## config.mk

```make
export PLATFORM = sky130hd
export DESIGN_NAME = memory_port_arbiter_flat
export DESIGN_NICKNAME = d
export VERILOG_FILES = /design/src/rtl/memory_port_arbiter_if.sv /design/src/rtl/memory_port_arbiter.sv /design/src/flat_wrapper.sv
export SDC_FILE = /design/constraint.sdc
export NUM_CORES = 1
export LEC_CHECK = 0
export CELL_PAD_IN_SITES_DETAIL_PLACEMENT = 1
export CELL_PAD_IN_SITES_GLOBAL_PLACEMENT = 2
export CORE_MARGIN = 4
export CORE_UTILIZATION = 27
export DETAILED_ROUTE_END_ITERATION = 8
export HOLD_SLACK_MARGIN = 0.1
export PLACE_DENSITY_LB_ADDON = 0.1
export REMOVE_ABC_BUFFERS = 1
export SETUP_SLACK_MARGIN = 0.2
export SYNTH_ARGS = -nofsm -noshare
export SYNTH_HDL_FRONTEND = slang
export SYNTH_SLANG_ARGS = --single-unit
```

## constraint.sdc

```tcl
create_clock -name clock -period 6.7 [get_ports clock]
set_input_delay 1.34 -clock clock [delete_from_list [all_inputs] [get_ports clock]]
set_output_delay 1.34 -clock clock [all_outputs]
set_load 0.02 [all_outputs]
```

## src/rtl/memory_port_arbiter_if.sv

```systemverilog
// Requester and memory-side signals of the core memory port arbiter.
// The slave modport is the arbiter's view; master is the requester/memory environment.
interface memory_port_arbiter_if;
    logic         cpu_req;
    logic         cpu_we;
    logic [15:31] cpu_addr;
    logic [0:31]  cpu_wdata;
    logic         cpu_ack;
    logic [0:31]  cpu_rdata;
    logic         iop_req;
    logic         iop_we;
    logic [15:31] iop_addr;
    logic [0:31]  iop_wdata;
    logic         iop_ack;
    logic [0:31]  iop_rdata;
    logic         mem_en;
    logic         mem_we;
    logic [15:31] mem_addr;
    logic [0:31]  mem_wdata;
    logic [0:31]  mem_rdata;
    logic         busy;

    modport slave (
        input  cpu_req, cpu_we, cpu_addr, cpu_wdata,
        input  iop_req, iop_we, iop_addr, iop_wdata,
        input  mem_rdata,
        output cpu_ack, cpu_rdata, iop_ack, iop_rdata,
        output mem_en, mem_we, mem_addr, mem_wdata, busy
    );

    modport master (
        output cpu_req, cpu_we, cpu_addr, cpu_wdata,
        output iop_req, iop_we, iop_addr, iop_wdata,
        output mem_rdata,
        input  cpu_ack, cpu_rdata, iop_ack, iop_rdata,
        input  mem_en, mem_we, mem_addr, mem_wdata, busy
    );
endinterface

```

## src/rtl/memory_port_arbiter.sv

```systemverilog
// Shares core memory between the CPU and the IOP: one registered access at a time,
// IOP priority with a starvation guard that eventually forces a CPU grant.
module memory_port_arbiter #(
    parameter int unsigned MEM_CYCLES   = 2,
    parameter int unsigned STARVE_LIMIT = 3
) (
    input  logic                  clock,
    input  logic                  reset,
    memory_port_arbiter_if.slave  bus
);
    localparam int unsigned CW = $clog2(MEM_CYCLES + 1);
    localparam int unsigned SW = $clog2(STARVE_LIMIT + 1);

    typedef enum logic [1:0] {IDLE = 2'd0, BUSY = 2'd1, ACK = 2'd2} state_t;

    state_t        state;
    logic          owner_iop;
    logic [CW-1:0] cnt;
    logic [SW-1:0] starve;
    logic          cpu_wins;

    always_comb begin
        cpu_wins = bus.cpu_req && (!bus.iop_req || (starve == SW'(STARVE_LIMIT)));
    end

    always_ff @(posedge clock or posedge reset) begin
        if (reset) begin
            state         <= IDLE;
            owner_iop     <= 1'b0;
            cnt           <= '0;
            starve        <= '0;
            bus.cpu_ack   <= 1'b0;
            bus.cpu_rdata <= '0;
            bus.iop_ack   <= 1'b0;
            bus.iop_rdata <= '0;
            bus.mem_en    <= 1'b0;
            bus.mem_we    <= 1'b0;
            bus.mem_addr  <= '0;
            bus.mem_wdata <= '0;
            bus.busy      <= 1'b0;
        end else begin
            case (state)
                IDLE: begin
                    if (bus.cpu_req || bus.iop_req) begin
                        owner_iop     <= !cpu_wins;
                        bus.mem_addr  <= cpu_wins ? bus.cpu_addr  : bus.iop_addr;
                        bus.mem_we    <= cpu_wins ? bus.cpu_we    : bus.iop_we;
                        bus.mem_wdata <= cpu_wins ? bus.cpu_wdata : bus.iop_wdata;
                        bus.mem_en    <= 1'b1;
                        bus.busy      <= 1'b1;
                        cnt           <= CW'(MEM_CYCLES - 1);
                        state         <= BUSY;
                    end
                    // Falling into the else-if means an IOP grant while the CPU waits.
                    if (!bus.cpu_req || cpu_wins)
                        starve <= '0;
                    else if (starve != SW'(STARVE_LIMIT))
                        starve <= starve + 1'b1;
                end
                BUSY: begin
                    if (cnt != '0) begin
                        cnt <= cnt - 1'b1;
                    end else begin
                        bus.mem_en <= 1'b0;
                        bus.mem_we <= 1'b0;
                        if (owner_iop) begin
                            bus.iop_ack <= 1'b1;
                            if (!bus.mem_we) bus.iop_rdata <= bus.mem_rdata;
                        end else begin
                            bus.cpu_ack <= 1'b1;
                            if (!bus.mem_we) bus.cpu_rdata <= bus.mem_rdata;
                        end
                        state <= ACK;
                    end
                end
                ACK: begin
                    bus.cpu_ack <= 1'b0;
                    bus.iop_ack <= 1'b0;
                    bus.busy    <= 1'b0;
                    state       <= IDLE;
                end
                default: state <= IDLE;
            endcase
        end
    end
endmodule

```

## src/flat_wrapper.sv

```systemverilog
// flat-port wrapper written by rule: the top's interface ports become plain ports
module memory_port_arbiter_flat 
#(
    parameter int unsigned MEM_CYCLES   = 2,
    parameter int unsigned STARVE_LIMIT = 3
)
  (clock, reset, bus_cpu_req, bus_cpu_we, bus_cpu_addr, bus_cpu_wdata, bus_iop_req, bus_iop_we, bus_iop_addr, bus_iop_wdata, bus_mem_rdata, bus_cpu_ack, bus_cpu_rdata, bus_iop_ack, bus_iop_rdata, bus_mem_en, bus_mem_we, bus_mem_addr, bus_mem_wdata, bus_busy);
  memory_port_arbiter_if bus_i ();
  input  logic clock;
  input  logic reset;
  input wire logic [$bits(bus_i.cpu_req)-1:0] bus_cpu_req;
  input wire logic [$bits(bus_i.cpu_we)-1:0] bus_cpu_we;
  input wire logic [$bits(bus_i.cpu_addr)-1:0] bus_cpu_addr;
  input wire logic [$bits(bus_i.cpu_wdata)-1:0] bus_cpu_wdata;
  input wire logic [$bits(bus_i.iop_req)-1:0] bus_iop_req;
  input wire logic [$bits(bus_i.iop_we)-1:0] bus_iop_we;
  input wire logic [$bits(bus_i.iop_addr)-1:0] bus_iop_addr;
  input wire logic [$bits(bus_i.iop_wdata)-1:0] bus_iop_wdata;
  input wire logic [$bits(bus_i.mem_rdata)-1:0] bus_mem_rdata;
  output wire logic [$bits(bus_i.cpu_ack)-1:0] bus_cpu_ack;
  output wire logic [$bits(bus_i.cpu_rdata)-1:0] bus_cpu_rdata;
  output wire logic [$bits(bus_i.iop_ack)-1:0] bus_iop_ack;
  output wire logic [$bits(bus_i.iop_rdata)-1:0] bus_iop_rdata;
  output wire logic [$bits(bus_i.mem_en)-1:0] bus_mem_en;
  output wire logic [$bits(bus_i.mem_we)-1:0] bus_mem_we;
  output wire logic [$bits(bus_i.mem_addr)-1:0] bus_mem_addr;
  output wire logic [$bits(bus_i.mem_wdata)-1:0] bus_mem_wdata;
  output wire logic [$bits(bus_i.busy)-1:0] bus_busy;
  assign bus_i.cpu_req = bus_cpu_req;
  assign bus_i.cpu_we = bus_cpu_we;
  assign bus_i.cpu_addr = bus_cpu_addr;
  assign bus_i.cpu_wdata = bus_cpu_wdata;
  assign bus_i.iop_req = bus_iop_req;
  assign bus_i.iop_we = bus_iop_we;
  assign bus_i.iop_addr = bus_iop_addr;
  assign bus_i.iop_wdata = bus_iop_wdata;
  assign bus_i.mem_rdata = bus_mem_rdata;
  assign bus_cpu_ack = bus_i.cpu_ack;
  assign bus_cpu_rdata = bus_i.cpu_rdata;
  assign bus_iop_ack = bus_i.iop_ack;
  assign bus_iop_rdata = bus_i.iop_rdata;
  assign bus_mem_en = bus_i.mem_en;
  assign bus_mem_we = bus_i.mem_we;
  assign bus_mem_addr = bus_i.mem_addr;
  assign bus_mem_wdata = bus_i.mem_wdata;
  assign bus_busy = bus_i.busy;
  memory_port_arbiter #(.MEM_CYCLES(MEM_CYCLES), .STARVE_LIMIT(STARVE_LIMIT)) u_core (.clock(clock), .reset(reset), .bus(bus_i));
endmodule
```

==> impl_metrics.yaml <==
synth:
  synth_top_area_cell: "dfrtp_1"
  synth_edf_count: 0
  synth_top_area_share: 0.569
  synth_cells: 480
  synth_most_common_cell: "dfrtp_1"
  synth-seq-area-share: 0.569
  ys_warn_count: 0
  yosys_register_bits: 125
  synth_ff_type: "dfrtp_1"
  post_synth.cell_area_avg_um2: 11.5
  synth_area_um2: 5500
  yosys.cell_types.count: 29
  synth_area_leaders: "dfrtp_1 57%, mux2_4 8.2%, mux2_2 6.6%"
  synthArstFlopShare: 1.00
  synth_common_cells: "125 x dfrtp_1, 55 x o21ai_0, 52 x a31oi_1, 52 x nand3_1, 51 x a21oi_1"
run:
  cap_violations: 0
clock_network:
  clock-root-buffer: "clkbuf_16"
  ctsHtreeMaxLevel: 4
  clock_sinks: 125
  cts_tree: "done"
  cts.clk_slew.worst_paths_ps: 60
  postCtsSetupBuffers: 0
  clk_latency_ps: 420
  cts-buffers-inserted: 17
  cts_hold_buf: 0
  cts_buffer_depth: 2
  cts_resized: 0
placement:
  gp_congestion: 0.779
  dpl_worst_slack_ps: 2440
  place_inst: 956
  dpl_cell_area_um2: 8210
  port_buffers: 253
  dp_hpwl_um: 13500
setup_path:
  cpPeakStageDelay_ps: 980
  rrSetupSlack_ps: 4120
  cp_max_fo: 53
  cp_slowest_cell: "and2_2"
  crit_arrival_ps: 3990
  regToRegStartpoint: "u_core.state[0]"
  r2r-end: "u_core.bus.mem_wdata[29]"
  worstRegToRegCells: 4
  crit_type: "in -> reg"
  worstPathCellList: "clkdlybuf4s50_1 -> or2_2 -> and2_2 -> a31oi_1"
  cp-end-kind: "register"
  cp-start-kind: "input pin"
  cp.required_ps: 6930
sta:
  maxSlewHeadroom: 0.218
  timing_hold_violations_final: 0
  rsz0062_at_grt: "false"
  layout_setup_ws_ps: 2930
  maxSlewViolCount: 0
  fmax_mhz: 266
  hold_slack_ps: 484
  worst_slew_pin_slew_ps: 1170
  fin_crit_ps: 3770
  fin_crit_sh: 0.562
  setup_viol: 0
  skew_ps: 11.2
  setup_tns_ps: 0
final_layout:
  areaGrowthSynthToFinish_pct: 60.0
  drive_gt1_frac: 0.152
  antenna_cells: 0
  final_area_um2: 8800
  stdcell_count: 988
  final_nets: 848
  fin_util: 0.446
die:
  initial_utilization: 0.279
  num_rows: 51
  fp.dieH_um: 151
  io_pins: 254
  coreArea_um2: 19700
  die_area_um2: 22700
  die_w_um: 151
global_routing:
  grt_use_total: 0.173
  grt_max_degree: 66
  overflow: 0
  antenna_found_initial: 1
  first_global_vias: 5274
  grt_pass1_wl_um: 30200
run_status:
  status: "finished, final reports clean"
power_and_ir_drop:
  ir_drop_mv: 0.125
  power_mw: 4.35
  p_leak_nw: 3.61
  power_density_nw_per_um2: 494
detailed_routing:
  vias: 4845
  drt-wirelength-per-cell_um: 20.0
  drt_wl_total_um: 19700
  drc: 0
  drt_iter0_drc: 172
  vias_per_cell: 4.90
  dr.pass1.iters: 4
  drtAntennaViolNets: 0
min_path:
  hp-class: "reg -> reg"
  min_from: "u_core.cnt[1]"
  min_to: "u_core.cnt[1]"
  worstHoldPathCells: 1
[worst max-delay path: cells and delay by family]
family	cells	cell delay [ps]
simple gates	2	1860
buf+inv	1	530
compound gates	1	200
[cells in the final DEF (no fill, tap or decap), drive strengths merged, types with 6 or more instances in the layout]
cell           instances
a31oi                 52
clkinv                 9
mux2                  64
nand2                  8
buf                    6
clkdlybuf4s50        252
dfrtp                125
inv                   13
a21oi                 51
o21ai                 55
clkbuf                17
nand3                 52
[where the power goes]
part / internal (mW) / total, mW / switching [mW] / leakage [nW]
logic: 1.04 / 2.08 / 1.05 / 1.86
clock network: 0.554 / 0.919 / 0.365 / 0.295
registers: 1.13 / 1.35 / 0.220 / 1.46
[registers in the layout, summed over array words and instances (netlist names)]
register and flops:
u_core.bus.cpu_rdata 32, u_core.bus.iop_rdata 32, u_core.bus.mem_wdata 32, u_core.bus.mem_addr 17
u_core.cnt 2, u_core.starve 2, u_core.state 2, u_core.bus.busy 1
u_core.bus.cpu_ack 1, u_core.bus.iop_ack 1, u_core.bus.mem_en 1, u_core.bus.mem_we 1
u_core.owner_iop 1
[worst max-delay path by stage]
| stage | end | cells past startpoint | start |
|---|---|---|---|
| after floorplan | u_core.bus.busy | 1 | reset |
| after global placement | u_core.bus.mem_wdata[20] | 4 | bus_iop_req |
| after detailed placement | u_core.bus.mem_wdata[29] | 4 | bus_iop_req |
| after CTS | u_core.bus.mem_wdata[29] | 4 | bus_iop_req |
| after global routing | u_core.bus.mem_wdata[29] | 4 | bus_iop_req |
| final | u_core.bus.mem_wdata[29] | 4 | bus_iop_req |
[cells by family after synthesis]
| family | share of synthesized area |
|---|---|
| buf+inv | 0.0453 |
| fa+ha+maj | 0.00455 |
| flops | 0.569 |
| mux | 0.153 |
| simple gates | 0.0692 |
| compound gates | 0.159 |
[cell type report]
| cell class | instances | area, um^2 |
|---|---|---|
| Fill cell | 2097 | 10900 |
| Sequential cell | 125 | 3130 |
| Timing Repair Buffer | 258 | 2560 |
| Multi-Input combinational cell | 299 | 2150 |
| Clock buffer | 17 | 425 |
| Tap cell | 265 | 332 |
| Clock inverter | 15 | 164 |
| Inverter | 9 | 36.3 |
[per-layer routing]
metal,GRT usage,vias up,wire length [um]
met2,0.267,201,8860
met3,0.0716,26,1900
met4,0.0576,0,370
li1,-,2213,-
met1,0.221,2405,8580
met5,0,-,0
(Power assumes the default switching activity.)
